<file path="config.mk">
export PLATFORM = sky130hd
export DESIGN_NAME = execute_pipelined
export DESIGN_NICKNAME = d
export VERILOG_FILES = /design/src/rtl/execute_pipelined.sv
export SDC_FILE = /design/constraint.sdc
export NUM_CORES = 1
export LEC_CHECK = 0
export BUFFER_PORTS_ARGS = -buffer_cell sky130_fd_sc_hd__buf_2
export CAP_MARGIN = 30
export CORE_UTILIZATION = 64
export DETAILED_ROUTE_END_ITERATION = 10
export PLACE_DENSITY = 0.88
export SLEW_MARGIN = 20
export SYNTH_ARGS = -nofsm -noshare
export SYNTH_HDL_FRONTEND = slang
export SYNTH_SLANG_ARGS = --single-unit
</file>
<file path="constraint.sdc">
create_clock -name clk -period 8.5 [get_ports clk]
set_input_delay 1.275 -clock clk [delete_from_list [all_inputs] [get_ports clk]]
set_output_delay 1.275 -clock clk [all_outputs]
set_load 0.01 [all_outputs]
</file>
<file path="src/rtl/execute_pipelined.sv">
// Execute stage: WIDTH-generic ALU/address datapath with valid/ready
// handshakes, self-forwarding from the output register, load-use stall,
// pipeline flush and an iterative shift-add multiplier.
module execute_pipelined #(
  parameter int WIDTH  = 16,
  parameter bit MUL_EN = 1'b1,
  parameter bit FWD_EN = 1'b1
) (
  input  logic             clk,
  input  logic             rst,
  input  logic             flush,
  input  logic             in_valid,
  output logic             in_ready,
  input  logic [6:0]       E_control,
  input  logic [15:0]      IR,
  input  logic [WIDTH-1:0] npc_in,
  input  logic [1:0]       W_control_in,
  input  logic             reg_we_in,
  input  logic [WIDTH-1:0] VSR1,
  input  logic [WIDTH-1:0] VSR2,
  output logic [2:0]       sr1,
  output logic [2:0]       sr2,
  output logic             out_valid,
  input  logic             out_ready,
  output logic [WIDTH-1:0] aluout,
  output logic [WIDTH-1:0] pcout,
  output logic [2:0]       dr,
  output logic [1:0]       W_control_out,
  output logic             reg_we_out
);

  localparam int CW = $clog2(WIDTH + 1);
  localparam logic [CW-1:0] CNT_LAST = CW'(WIDTH - 1);
  localparam logic [CW-1:0] CNT_SAT  = CW'(WIDTH);

  typedef enum logic [0:0] {S_IDLE, S_MUL} state_t;

  state_t           state;
  logic [CW-1:0]    cnt;
  logic [WIDTH-1:0] mul_a;
  logic [WIDTH-1:0] mul_b;
  logic [WIDTH-1:0] acc;
  logic [WIDTH-1:0] pend_pc;
  logic [2:0]       pend_dr;
  logic [1:0]       pend_wc;
  logic             pend_we;

  logic [2:0]       alu_op;
  logic [1:0]       pcselect1;
  logic             pcselect2;
  logic             op2select;
  logic [WIDTH-1:0] imm5;
  logic [WIDTH-1:0] op1;
  logic [WIDTH-1:0] src2;
  logic [WIDTH-1:0] op2;
  logic [WIDTH-1:0] offset;
  logic [WIDTH-1:0] pc_res;
  logic [WIDTH-1:0] alu_res;
  logic [WIDTH-1:0] acc_step;
  logic [WIDTH-1:0] acc_fin;
  logic             fwd_hit1;
  logic             fwd_hit2;
  logic             hazard;
  logic             accept;
  logic             is_mul;
  logic             can_write;
  logic             mul_done;
  logic             unused_ir;

  assign alu_op    = E_control[6:4];
  assign pcselect1 = E_control[3:2];
  assign pcselect2 = E_control[1];
  assign op2select = E_control[0];
  assign sr1       = IR[8:6];
  assign sr2       = IR[2:0];
  assign unused_ir = ^IR[15:12];
  assign imm5      = {{(WIDTH-5){IR[4]}}, IR[4:0]};

  // Output-register match against each source register
  assign fwd_hit1 = FWD_EN && out_valid && reg_we_out && (dr == sr1);
  assign fwd_hit2 = FWD_EN && out_valid && reg_we_out && (dr == sr2);

  // A pending load cannot be forwarded; stall until it leaves
  assign hazard = (fwd_hit1 && (W_control_out == 2'd1)) ||
                  (op2select && fwd_hit2 && (W_control_out == 2'd1));

  assign in_ready  = (state == S_IDLE) && !hazard && !flush && (!out_valid || out_ready);
  assign accept    = in_valid && in_ready;
  assign is_mul    = MUL_EN && (alu_op == 3'd4);
  assign can_write = !out_valid || out_ready;

  // Operand selection with forwarding of ALU or PC results
  always_comb begin
    op1 = VSR1;
    if (fwd_hit1 && (W_control_out == 2'd0))      op1 = aluout;
    else if (fwd_hit1 && (W_control_out == 2'd2)) op1 = pcout;
    src2 = VSR2;
    if (fwd_hit2 && (W_control_out == 2'd0))      src2 = aluout;
    else if (fwd_hit2 && (W_control_out == 2'd2)) src2 = pcout;
    op2 = op2select ? src2 : imm5;
  end

  // Address offset selection and target computation
  always_comb begin
    case (pcselect1)
      2'd0:    offset = {{(WIDTH-11){IR[10]}}, IR[10:0]};
      2'd1:    offset = {{(WIDTH-9){IR[8]}}, IR[8:0]};
      2'd2:    offset = {{(WIDTH-6){IR[5]}}, IR[5:0]};
      default: offset = imm5;
    endcase
    pc_res = offset + (pcselect2 ? npc_in : op1);
  end

  // Single-cycle ALU; op 4 falls back to ADD when the multiplier is absent
  always_comb begin
    case (alu_op)
      3'd0:    alu_res = op1 + op2;
      3'd1:    alu_res = op1 & op2;
      3'd2:    alu_res = ~op1;
      3'd3:    alu_res = op2;
      3'd4:    alu_res = MUL_EN ? '0 : (op1 + op2);
      default: alu_res = '0;
    endcase
  end

  // Final shift-add step is folded into the write so the result lands
  // WIDTH edges after accept; a saturated count means acc is already final.
  assign acc_step = mul_b[0] ? (acc + mul_a) : acc;
  assign mul_done = (cnt >= CNT_LAST);
  assign acc_fin  = (cnt == CNT_SAT) ? acc : acc_step;

  // Control FSM, multiplier datapath and output register
  always_ff @(posedge clk or negedge rst) begin
    if (!rst) begin
      state         <= S_IDLE;
      cnt           <= '0;
      mul_a         <= '0;
      mul_b         <= '0;
      acc           <= '0;
      pend_pc       <= '0;
      pend_dr       <= '0;
      pend_wc       <= '0;
      pend_we       <= 1'b0;
      out_valid     <= 1'b0;
      aluout        <= '0;
      pcout         <= '0;
      dr            <= '0;
      W_control_out <= '0;
      reg_we_out    <= 1'b0;
    end else if (flush) begin
      out_valid <= 1'b0;
      state     <= S_IDLE;
      cnt       <= '0;
    end else begin
      case (state)
        S_IDLE: begin
          if (accept) begin
            if (is_mul) begin
              mul_a     <= op1;
              mul_b     <= op2;
              acc       <= '0;
              cnt       <= '0;
              pend_pc   <= pc_res;
              pend_dr   <= IR[11:9];
              pend_wc   <= W_control_in;
              pend_we   <= reg_we_in;
              out_valid <= 1'b0;
              state     <= S_MUL;
            end else begin
              aluout        <= alu_res;
              pcout         <= pc_res;
              dr            <= IR[11:9];
              W_control_out <= W_control_in;
              reg_we_out    <= reg_we_in;
              out_valid     <= 1'b1;
            end
          end else if (out_ready) begin
            out_valid <= 1'b0;
          end
        end
        S_MUL: begin
          if (cnt != CNT_SAT) begin
            acc   <= acc_step;
            mul_a <= mul_a << 1;
            mul_b <= mul_b >> 1;
          end
          if (mul_done && can_write) begin
            aluout        <= acc_fin;
            pcout         <= pend_pc;
            dr            <= pend_dr;
            W_control_out <= pend_wc;
            reg_we_out    <= pend_we;
            out_valid     <= 1'b1;
            cnt           <= '0;
            state         <= S_IDLE;
          end else begin
            if (cnt != CNT_SAT) cnt <= cnt + CW'(1);
            if (out_ready) out_valid <= 1'b0;
          end
        end
        default: state <= S_IDLE;
      endcase
    end
  end

endmodule

</file>
==> impl_metrics.yaml <==
route:
  drt_iter0_drc: 1028
  viasPerCell: 6.51
  wire_per_inst_um: 19.1
  totalWireLength_um: 26600
  dr.pass1.iters: 6
  antenna_left: 0
  vias: 9091
  remaining_drc_errors: 0
logic_synthesis:
  syn_inst: 1128
  synth_top_flop_cell: "dfrtp_1"
  synthArstFlopShare: 1.00
  syn_nets: 1258
  ys_types: 69
  avgSynthCellArea_um2: 7.97
  synth_warnings: 0
  synth_area_um2: 8980
  synth-seq-area-share: 0.320
  synth_seq_cells: 115
  synth-edff-count: 0
clock_tree:
  post_cts_resized: 0
  cts_buffer_depth: 2
  cts_root_buffer: "clkbuf_16"
  numClockSinks: 115
  ctsHtreeMaxLevel: 4
  numCtsBuffers: 17
  hold_buffers: 0
  cts.clk_slew.worst_paths_ns: 0.06
  cts_setup_buffers: 0
  insertion_delay_ns: 0.43
  cts_tree: "done"
power:
  power_frac_seq: 0.356
  power.density_nw_per_um2: 225
  switchingPower_uw: 820
  p_comb_frac: 0.311
  swShare: 0.356
  clkPwrFrac: 0.333
  internal_power_mw: 1.48
  max-vdd-ir-drop_mv: 0.169
  leakage_nw: 5.10
hold_path:
  holdPathEnd: "pend_pc[14]$_DFFE_PN0P_"
  min_from: "pend_pc[14]$_DFFE_PN0P_"
  hold_depth: 2
  hp-class: "reg -> reg"
floorplan:
  core_area_um2: 13500
  start_util: 0.668
  die_h_um: 120
  io_pins: 125
  die_w_um: 120
  fp.dieArea_um2: 14500
  rows: 42
sta:
  rsz0062_at_grt: "false"
  worst_pin_slew_ns: 0.987
  hold_slack_ns: 0.472
  finalSetupTns_ns: 0
  finalSetupViolCount: 0
  max_clock_freq_mhz: 191
  period_needed_ns: 5.23
  relSlewSlack: 0.335
  timing.final.max_slew_violations: 0
  fin_crit_sh: 0.615
  fin_skew_ns: 0.00736
  hold_viol_final: 0
run_status:
  status: "finished, final reports clean"
finish:
  layout_common_cells: "nand2_1, o21ai_0, buf_2"
  final_util: 0.762
  multi_input_area_um2: 5670
  syn_to_final_growth_pct: 14.0
  fillers: 984
  fin_area_um2: 10200
  drive_gt1_frac: 0.159
  antennaDiodeCount: 0
  layout_commonest_cell: "nand2_1"
  seqCellArea_um2: 2880
  nets: 1338
critical_path:
  cp-start-kind: "primary input"
  worstPathRequired_ns: 8.78
  critPathMaxFanout: 31
  end_kind: "flop"
  crit_type: "in -> reg"
  crit_cells: 17
  rr_worst_depth: 16
  cp.arrival_ns: 5.51
  critPathSlowestCell: "a2111oi_0"
  cp_cell_sequence: "buf_2, xnor2_1, and4b_1, buf_4, mux2i_4, o21ai_0, ha_1, a21o_1, a21o_1, a2111oi_0, o31ai_1, o211ai_1, o21a_1, o21bai_1, a21oi_1, xnor2_1, a21oi_1"
  reg2reg_from: "W_control_out[0]$_DFFE_PN0P_"
  crit_family: "compound AO/OA/AOI/OAI gates"
  slowest_delay_ns: 0.73
  startpoint: "IR[8]"
  rrSetupSlack_ns: 3.74
  worst-path-buf-inv: 2
  regToRegEndpoint: "pend_pc[15]$_DFFE_PN0P_"
run:
  maxCapViolCount: 0
placed_design:
  io_buffers: 120
  dp_hpwl_um: 18600
  place_area_um2: 9580
  place_congestion: 0.942
global_route:
  grt_max_degree: 77
  grt_antenna_before_repair: 0
  grt-ovfl-total: 0
  grt_pass1_wl_um: 42800
  grt_use_total: 0.381
  grt_pass1_vias: 8521
[worst min-delay path, stage by stage (launching register included)]
cell and delay [ns]:
dfrtp_1 0.33, nand2_1 0.04, o21ai_0 0.06
[routing by layer]
layer	part of all wire	GRT usage	up-vias	routed length [um]
met5	0	0	-	0
li1	-	-	4142	-
met2	0.46	0.603	618	12200
met4	0.035	0.160	0	929
met1	0.40	0.508	4209	10500
met3	0.11	0.0774	122	3030
[cell type report]
type	instances	share of cell area
multi-input cells	906	0.554
repair buffers	132	0.0701
flip-flops and latches	115	0.281
well taps	176	0.0215
inverters	36	0.0132
clock inverters	9	0.0150
clock buffers	22	0.0453
[cell families (layout without fill, tap and decap cells)]
group,after synthesis,after routing,synth area share
flops,115,115,0.320
simple gates,387,387,0.186
buf+inv,107,199,0.0496
mux,78,78,0.0975
compound gates,344,344,0.229
fa+ha+maj,51,51,0.0727
xor+xnor,46,46,0.0448
[sequential cells by signal, indices dropped and copies added (netlist names)]
| register | cells |
|---|---|
| acc | 16 |
| aluout | 16 |
| mul_a | 16 |
| mul_b | 16 |
| pcout | 16 |
| pend_pc | 16 |
| cnt | 5 |
| dr | 3 |
| pend_dr | 3 |
| W_control_out | 2 |
| pend_wc | 2 |
| out_valid | 1 |
| pend_we | 1 |
| reg_we_out | 1 |
| state | 1 |
[worst max-delay path by stage]
stage | to | slack (ns)
3_3_place_gp | pend_pc[15]$_DFFE_PN0P_ | 3.11
3_5_place_dp | pend_pc[15]$_DFFE_PN0P_ | 3.00
4_1_cts | pend_pc[15]$_DFFE_PN0P_ | 3.40
5_1_grt | aluout[4]$_DFFE_PN0P_ | 3.06
2_1_floorplan | pend_pc[14]$_DFFE_PN0P_ | 3.85
6_report | pend_pc[15]$_DFFE_PN0P_ | 3.27
[synthesized netlist by cell type, types with 11 or more instances]
library cell,instances,share of area
o21ai_0,120,0.067
a21o_1,22,0.018
a31oi_1,15,0.010
xnor2_1,33,0.032
mux2_2,11,0.014
a21oi_1,107,0.060
nand2_1,186,0.078
clkbuf_1,55,0.023
nand2b_1,11,0.0077
mux2i_1,59,0.066
nor2_1,104,0.043
and3_1,11,0.0077
inv_1,36,0.015
dfrtp_1,115,0.32
nor3_1,15,0.0084
nand3_1,25,0.014
ha_1,49,0.068
xor2_1,13,0.013
[power by group through the flow]
stage	clock, mW	combinational, mW	sequential (mW)
5_1_grt	0.788	0.792	0.831
3_3_place_gp	0	0.660	0.818
3_5_place_dp	0	0.684	0.825
6_report	0.767	0.717	0.819
4_1_cts	0.761	0.695	0.819
2_1_floorplan	0	0.480	0.795
[per-stage QoR]
step	setup slack [ns]	power [mW]	instances
after floorplan	3.85	1.27	1128
after global placement	3.11	1.48	1362
after detailed placement	3.00	1.51	1363
after CTS	3.40	2.27	1394
after global routing	3.06	2.41	1396
final	3.27	2.30	1396
Power figures use the tool's default switching activity.
